==> config.mk <==
export PLATFORM = sky130hd
export DESIGN_NAME = sample_framer
export DESIGN_NICKNAME = d
export VERILOG_FILES = /design/src/rtl/sample_framer_pkg.sv /design/src/rtl/sample_framer_csum.sv /design/src/rtl/sample_framer.sv
export SDC_FILE = /design/constraint.sdc
export NUM_CORES = 1
export LEC_CHECK = 0
export CELL_PAD_IN_SITES_DETAIL_PLACEMENT = 1
export CELL_PAD_IN_SITES_GLOBAL_PLACEMENT = 1
export CORE_MARGIN = 3
export CORE_UTILIZATION = 38
export DETAILED_ROUTE_END_ITERATION = 7
export PLACE_DENSITY = 0.87
export REMOVE_ABC_BUFFERS = 1
export SYNTH_ARGS = -nofsm -noshare
export SYNTH_HDL_FRONTEND = slang
export SYNTH_SLANG_ARGS = --single-unit
export TNS_END_PERCENT = 30
==> constraint.sdc <==
create_clock -name clk -period 4 [get_ports clk]
set_input_delay 0.8 -clock clk [delete_from_list [all_inputs] [get_ports clk]]
set_output_delay 0.8 -clock clk [all_outputs]
set_load 0.03 [all_outputs]
==> src/rtl/sample_framer_pkg.sv <==
// sample_framer shared types and constants.
// Word format: {SYNC_BYTE, seq} header, zero-extended payload, optional sum.
package sample_framer_pkg;

  localparam int OUT_W = 16;
  localparam logic [7:0] SYNC_BYTE = 8'hA5;

  typedef enum logic [1:0] {
    IDLE,
    HEADER,
    PAYLOAD,
    TRAILER
  } state_e;

  function automatic logic [OUT_W-1:0] hdr_word(
    input logic [7:0] seq
  );
    return {SYNC_BYTE, seq};
  endfunction

endpackage

==> src/rtl/sample_framer_csum.sv <==
// sample_framer payload checksum: 16-bit wrap-around sum.
// Clear has priority over add.
module sample_framer_csum
  import sample_framer_pkg::*;
(
  input  logic             clk,
  input  logic             rst_n,
  input  logic             clr_i,
  input  logic             add_i,
  input  logic [OUT_W-1:0] data_i,
  output logic [OUT_W-1:0] sum_o
);

  logic [OUT_W-1:0] sum_q;
  logic [OUT_W-1:0] sum_d;

  // next sum: clear at frame start, accumulate each captured word
  always_comb begin
    sum_d = sum_q;
    if (clr_i) begin
      sum_d = '0;
    end else if (add_i) begin
      sum_d = sum_q + data_i;
    end
  end

  // accumulator register, synchronous active-low reset
  always_ff @(posedge clk) begin
    if (!rst_n) begin
      sum_q <= '0;
    end else begin
      sum_q <= sum_d;
    end
  end

  assign sum_o = sum_q;

endmodule

==> src/rtl/sample_framer.sv <==
// sample_framer: drains the sample FIFO into header/payload/trailer frames.
// Trailer + checksum present only with SAMPLE_FRAMER_CHECKSUM_EN defined.
module sample_framer
  import sample_framer_pkg::*;
#(
  parameter int WIDTH     = 14,
  parameter int FRAME_LEN = 8
) (
  input  logic             clk,
  input  logic             rst_n,
  input  logic             enable,
  input  logic [WIDTH-1:0] fifo_dout,
  input  logic             fifo_empty,
  output logic             fifo_rd_en,
  output logic [15:0]      out_data,
  output logic             out_valid,
  input  logic             out_ready,
  output logic             out_last,
  output logic [7:0]       frame_cnt
);

  localparam logic [7:0] LEN = 8'(FRAME_LEN);

  state_e           state_q, state_d;
  logic [OUT_W-1:0] data_q, data_d;
  logic             valid_q, valid_d;
  logic             last_q, last_d;
  logic [7:0]       seq_q, seq_d;
  logic [7:0]       cnt_q, cnt_d;

  logic             out_free;
  logic             rd_en;
  logic [OUT_W-1:0] sample_w;

`ifdef SAMPLE_FRAMER_CHECKSUM_EN
  logic             csum_clr;
  logic             csum_add;
  logic [OUT_W-1:0] csum_sum;

  sample_framer_csum u_csum (
    .clk    (clk),
    .rst_n  (rst_n),
    .clr_i  (csum_clr),
    .add_i  (csum_add),
    .data_i (sample_w),
    .sum_o  (csum_sum)
  );
`endif

  // output register may take a new word when empty or being drained
  assign out_free = ~valid_q | out_ready;
  assign sample_w = OUT_W'(fifo_dout);

  // read strobe: capture straight into the output register
  assign rd_en = rst_n
               & (state_q == PAYLOAD)
               & ~fifo_empty
               & out_free
               & (cnt_q < LEN);

  // next-state, output register and counter updates
  always_comb begin
    state_d = state_q;
    data_d  = data_q;
    valid_d = valid_q;
    last_d  = last_q;
    seq_d   = seq_q;
    cnt_d   = cnt_q;
`ifdef SAMPLE_FRAMER_CHECKSUM_EN
    csum_clr = 1'b0;
    csum_add = 1'b0;
`endif

    if (valid_q & out_ready) begin
      valid_d = 1'b0;
      last_d  = 1'b0;
    end

    unique case (state_q)
      IDLE: begin
        if (enable & ~fifo_empty) begin
          state_d = HEADER;
        end
      end

      HEADER: begin
        if (out_free) begin
          data_d  = hdr_word(seq_q);
          valid_d = 1'b1;
          last_d  = 1'b0;
          seq_d   = seq_q + 8'd1;
          cnt_d   = '0;
          state_d = PAYLOAD;
`ifdef SAMPLE_FRAMER_CHECKSUM_EN
          csum_clr = 1'b1;
`endif
        end
      end

      PAYLOAD: begin
        if (rd_en) begin
          data_d  = sample_w;
          valid_d = 1'b1;
          cnt_d   = cnt_q + 8'd1;
`ifdef SAMPLE_FRAMER_CHECKSUM_EN
          csum_add = 1'b1;
          last_d   = 1'b0;
          if (cnt_q == LEN - 8'd1) begin
            state_d = TRAILER;
          end
`else
          last_d = (cnt_q == LEN - 8'd1);
`endif
        end
`ifndef SAMPLE_FRAMER_CHECKSUM_EN
        else if (valid_q & last_q & out_ready) begin
          state_d = IDLE;
        end
`endif
      end

      TRAILER: begin
`ifdef SAMPLE_FRAMER_CHECKSUM_EN
        if (last_q) begin
          if (valid_q & out_ready) begin
            state_d = IDLE;
          end
        end else if (out_free) begin
          data_d  = csum_sum;
          valid_d = 1'b1;
          last_d  = 1'b1;
        end
`else
        state_d = IDLE;
`endif
      end

      default: begin
        state_d = IDLE;
      end
    endcase
  end

  // state and datapath registers, synchronous active-low reset
  always_ff @(posedge clk) begin
    if (!rst_n) begin
      state_q <= IDLE;
      data_q  <= '0;
      valid_q <= 1'b0;
      last_q  <= 1'b0;
      seq_q   <= '0;
      cnt_q   <= '0;
    end else begin
      state_q <= state_d;
      data_q  <= data_d;
      valid_q <= valid_d;
      last_q  <= last_d;
      seq_q   <= seq_d;
      cnt_q   <= cnt_d;
    end
  end

  assign fifo_rd_en = rd_en;
  assign out_data   = data_q;
  assign out_valid  = valid_q;
  assign out_last   = last_q;
  assign frame_cnt  = seq_q;

endmodule

After elaboration in Yosys (flattened, before gate mapping)
Index checks and enable logic that the tools add are counted.
Storage, ports and cells
  input port bits: 19
  bits in registers: 36
  word-level logic and storage cells: 53
  output and inout port bits: 27
Cells by class
  reductions and logical operators: 5
  add/subtract/negate cells: 2
  equality and inequality tests: 9
  magnitude comparators: 1
  mux-type cells: 19
  bitwise gates (word level): 11
Operator list (count)
  $mux 16: 2
  $pmux 16 s2: 1
  $add 8x1->8 const B: 2
  $mux 8: 2
  $pmux 8 s2: 1
  $and 1x1->1: 8
  $eq 8x3->1 const B: 1
  $lt 8x4->1 const B: 1
  $mux 2: 4
  $ne 2x2->1 const B: 4
  $pmux 2 s4: 1
  $mux 1: 6
  $eq 2x2->1 const B: 2
  $pmux 1 s2: 2
  $reduce_and 4->1: 1
  $reduce_and 3->1: 1
  $eq 2x1->1 const B: 1
  $logic_not 2->1: 1
  $ne 2x1->1 const B: 1
  $not 1->1: 2
  $reduce_and 2->1: 1
  $reduce_bool 2->1: 1
  $or 1x1->1: 1

Longest topological paths before layout
  depth after elaboration: 7
  gate-level depth with buffers: 8
  mapped depth without buffers: 6

Worst setup path after synthesis
Ideal clock, no wire load.
  path type: input to output
  from: input port fifo_empty
  to: output port fifo_rd_en
  stages on the path: 3
  data arrival time: 1.742 ns
  buffers on the path: 0
  required time: 3.200 ns
  path slack: 1.458 ns
  cell sequence: nand4bb_1 or2_1 nor2_1
On the way
  cells in the longest elaborated chain, start to end: 4
RTL lines
  start: declaration: line sample_framer.sv:13  | input logic fifo_empty,
  $not 1->1: line sample_framer.sv:57  | & ~fifo_empty
  $and 1x1->1: line sample_framer.sv:57
  $and 1x1->1: line sample_framer.sv:58  | & out_free
  $and 1x1->1: line sample_framer.sv:59  | & (cnt_q < LEN);
  end: declaration: line sample_framer.sv:14  | output logic fifo_rd_en,
No other way between the ends.

Worst setup path in the final report
  from: input port out_ready
  to: output port fifo_rd_en
On the way
  cells in the longest elaborated chain, start to end: 3
RTL lines
  start: declaration: line sample_framer.sv:17  | input logic out_ready,
  $or 1x1->1: line sample_framer.sv:51  | assign out_free = ~valid_q | out_ready;
  $and 1x1->1: line sample_framer.sv:58
  $and 1x1->1: line sample_framer.sv:59
No other way between the ends.

==> impl_metrics.csv <==
group,metric,value,unit
run_status,run_status,"completed",
timing,max_slew_margin,0.542,
placement,gp_congestion,0.802,
yosys,syn-cell-area,0.00168,mm^2
placement,pre_cts_slack,1.11,ns
timing,tightest_slew,0.686,ns
clock_network,cts-root-buf,"clkbuf_8",
floorplan,coreArea,0.00412,mm^2
clock_network,cts.sinks,35,
floorplan,floorplan.die.width,72.5,um
global_route,grt_usage,0.183,
yosys,synth_xor_xnor_area_share,0.0261,
cells_and_area,diodes,0,
yosys,yosys_warnings,0,
clock_network,cts_made_buffers,5,
yosys,synth-seq-cells,35,
timing,fin_tns_setup,0,ns
clock_network,cts_setup_buffers,0,
pwr,p_leak,0.913,nW
floorplan,fp-row-count,23,
floorplan,start_util,0.408,
setup_path,critical_path_arrival,2.12,ns
global_route,grt_overflow,0,
clock_network,hold_buffers,0,
setup_path,start_kind,"input pin",
global_route,grt_pass1_vias,1531,
yosys,muxShareOfSynthArea,0.101,
yosys,yosys.area_share.adder,0.0447,
timing,layout_setup_ws,1.08,ns
yosys,syn_avg_cell_area,9.17,um^2
floorplan,ios,46,
routing,via_per_inst,5.43,
placement,detailed_place_hpwl,3.22,mm
timing,fmax,0.342,GHz
global_route,antenna_found_initial,0,
placement,io_buffer_count,44,
setup_path,critPathKind,"input pin to output port",
yosys,synth_top_area_share,0.418,
routing,ant_nets,0,
yosys,synth_top_family_by_area,"simple AND/OR/NAND/NOR gates",
routing,dr.first_iter.drc_count,77,
floorplan,die_h,72.5,um
yosys,synthSimpleGateAreaFrac,0.231,
timing,fin_worst_skew,0.00585,ns
clock_network,clk_latency,0.28,ns
setup_path,required,3.20,ns
clock_network,cts-htree-levels,2,
clock_network,cts.reportedPaths.clkPinSlew,0.07,ns
clock_network,cts_tree,"done",
cells_and_area,layout-drive-gt1-share,0.0752,
routing,via_count,1499,
timing,rsz0062_at_grt,"no",
min_path,hp-class,"flop to flop",
setup_path,cp_max_fo,9,
job,cap_violations,0,
clock_network,cts_buffer_depth,2,
timing,setup_viol_count_final,0,
global_route,grt_pass1_wl,7.50,mm
global_route,grt_max_degree,32,
yosys,ys_types,43,
yosys,ys_top_cells_by_area,"dfxtp_1 (42%), mux2i_1 (10%), nand3_1 (5.4%)",
routing,routed_wl,4.53,mm
timing,hold_viol_final,0,
routing,wl_per_cell,16.4,um
clock_network,ctsResizeCount,0,
yosys,synth-seq-area-share,0.418,
pwr,power_density,638,mW/mm^2
timing,fin_crit_sh,0.731,
cells_and_area,final_nets,250,
routing,drtPass1Iterations,4,
timing,maxSlewViolCount,0,
yosys,synth-compound-area-share,0.136,
routing,drc,0,
setup_path,crit_path_end_kind,"output port",
yosys,synth_area_leader_cell,"dfxtp_1",
cells_and_area,area_growth,33.9,%
floorplan,die-area,0.00525,mm^2
yosys,syn_inst,183,
timing,min_period,2.92,ns
pwr,ir_drop,271,uV
[cells in the final DEF (no fill, tap or decap), drive strengths merged, types with 2 or more instances in the layout]
cell type      count
nand2b             4
and3               2
ha                 6
a21oi              4
nand4              4
or3                2
and2               5
nor2               8
nand2             21
dfxtp             35
o211a              8
o21ai              9
o21a               2
nand3             18
buf                4
inv                4
mux2i             17
clkbuf             8
xor2               4
clkdlybuf4s50     43
[registers in the layout (all words and copies together), names as in the netlist]
name and cells:
out_data 15, cnt_q 8, frame_cnt 8, state_q 2, out_last 1, out_valid 1
[logic make-up (layout without fill, tap and decap cells)]
kind of cell             count (synthesis)  in the layout
AO/OA/AOI/OAI                           30             30
XOR/XNOR                                 5              5
adder cells (fa/ha/maj)                  6              6
buffers and inverters                   16             59
flip-flops                              35             35
multiplexers                            17             17
other                                    1              1
AND/OR/NAND/NOR                         73             73
[report_power, final]
part | internal [mW] | total, mW | switching (mW)
Sequential | 0.425 | 0.475 | 0.0504
Clock | 0.157 | 0.281 | 0.123
Combinational | 0.273 | 0.678 | 0.404
[per-stage QoR]
stage	area (um^2)	hold WS (ns)	std cells	power, mW	util
5_1_grt	2250	0.474	276	1.52	0.546
3_3_place_gp	2150	0.443	268	1.14	0.522
3_5_place_dp	2150	0.456	268	1.16	0.522
6_report	2250	0.463	276	1.43	0.546
4_1_cts	2250	0.466	276	1.45	0.546
2_1_floorplan	1620	0.431	171	0.901	-
[routing by layer]
metal / GRT usage / vias to the layer above / wire, um
met5: 0 / - / 0
met3: 0.0512 / 9 / 192
met1: 0.231 / 721 / 2040
met4: 0.0656 / 0 / 84
met2: 0.300 / 34 / 2220
li1: - / 735 / -
[final timing paths]
| kind | start | depth (start not counted) | slack [ns] | endpoint |
|---|---|---|---|---|
| worst max-delay path | out_ready | 4 | 1.08 | fifo_rd_en |
| worst min-delay path | out_data[12] | 2 | 0.46 | out_data[12] |
| worst max register to register | state_q[0] | 7 | 1.80 | cnt_q[2] |
| worst min register to register | out_data[12] | 2 | 0.46 | out_data[12] |
[cell type report]
cell class | instances | area (um^2)
fill | 496 | 1870
inverter | 4 | 15.0
tap | 50 | 62.6
timing repair buffer | 47 | 460
sequential | 35 | 701
clock buffer | 8 | 100
multi-input combinational | 132 | 908
[worst max-delay path, stage by stage]
cell	delay, ns
clkdlybuf4s50_1	0.45
nor2b_1	0.57
nor2_1	0.11
buf_4	0.19
[Yosys cell counts, drive strengths merged]
cell / number
nor4b: 1
or2: 1
o32ai: 1
or4b: 1
inv: 4
xor2: 4
dfxtp: 35
nor2b: 1
a21oi: 4
nor2: 8
and4: 1
nand2: 21
nand3: 18
or3: 2
o211ai: 1
nor4: 1
clkbuf: 8
a222oi: 1
a21boi: 1
nor3: 1
and2: 5
mux2i: 17
o21ai: 9
and3: 2
nand4: 4
a21o: 1
buf: 4
conb: 1
ha: 6
nand2b: 4
nand4bb: 1
or4: 1
a31oi: 1
xnor2: 1
a31o: 1
o21a: 2
o211a: 8
Note: power is estimated with default switching activity, not from simulation.
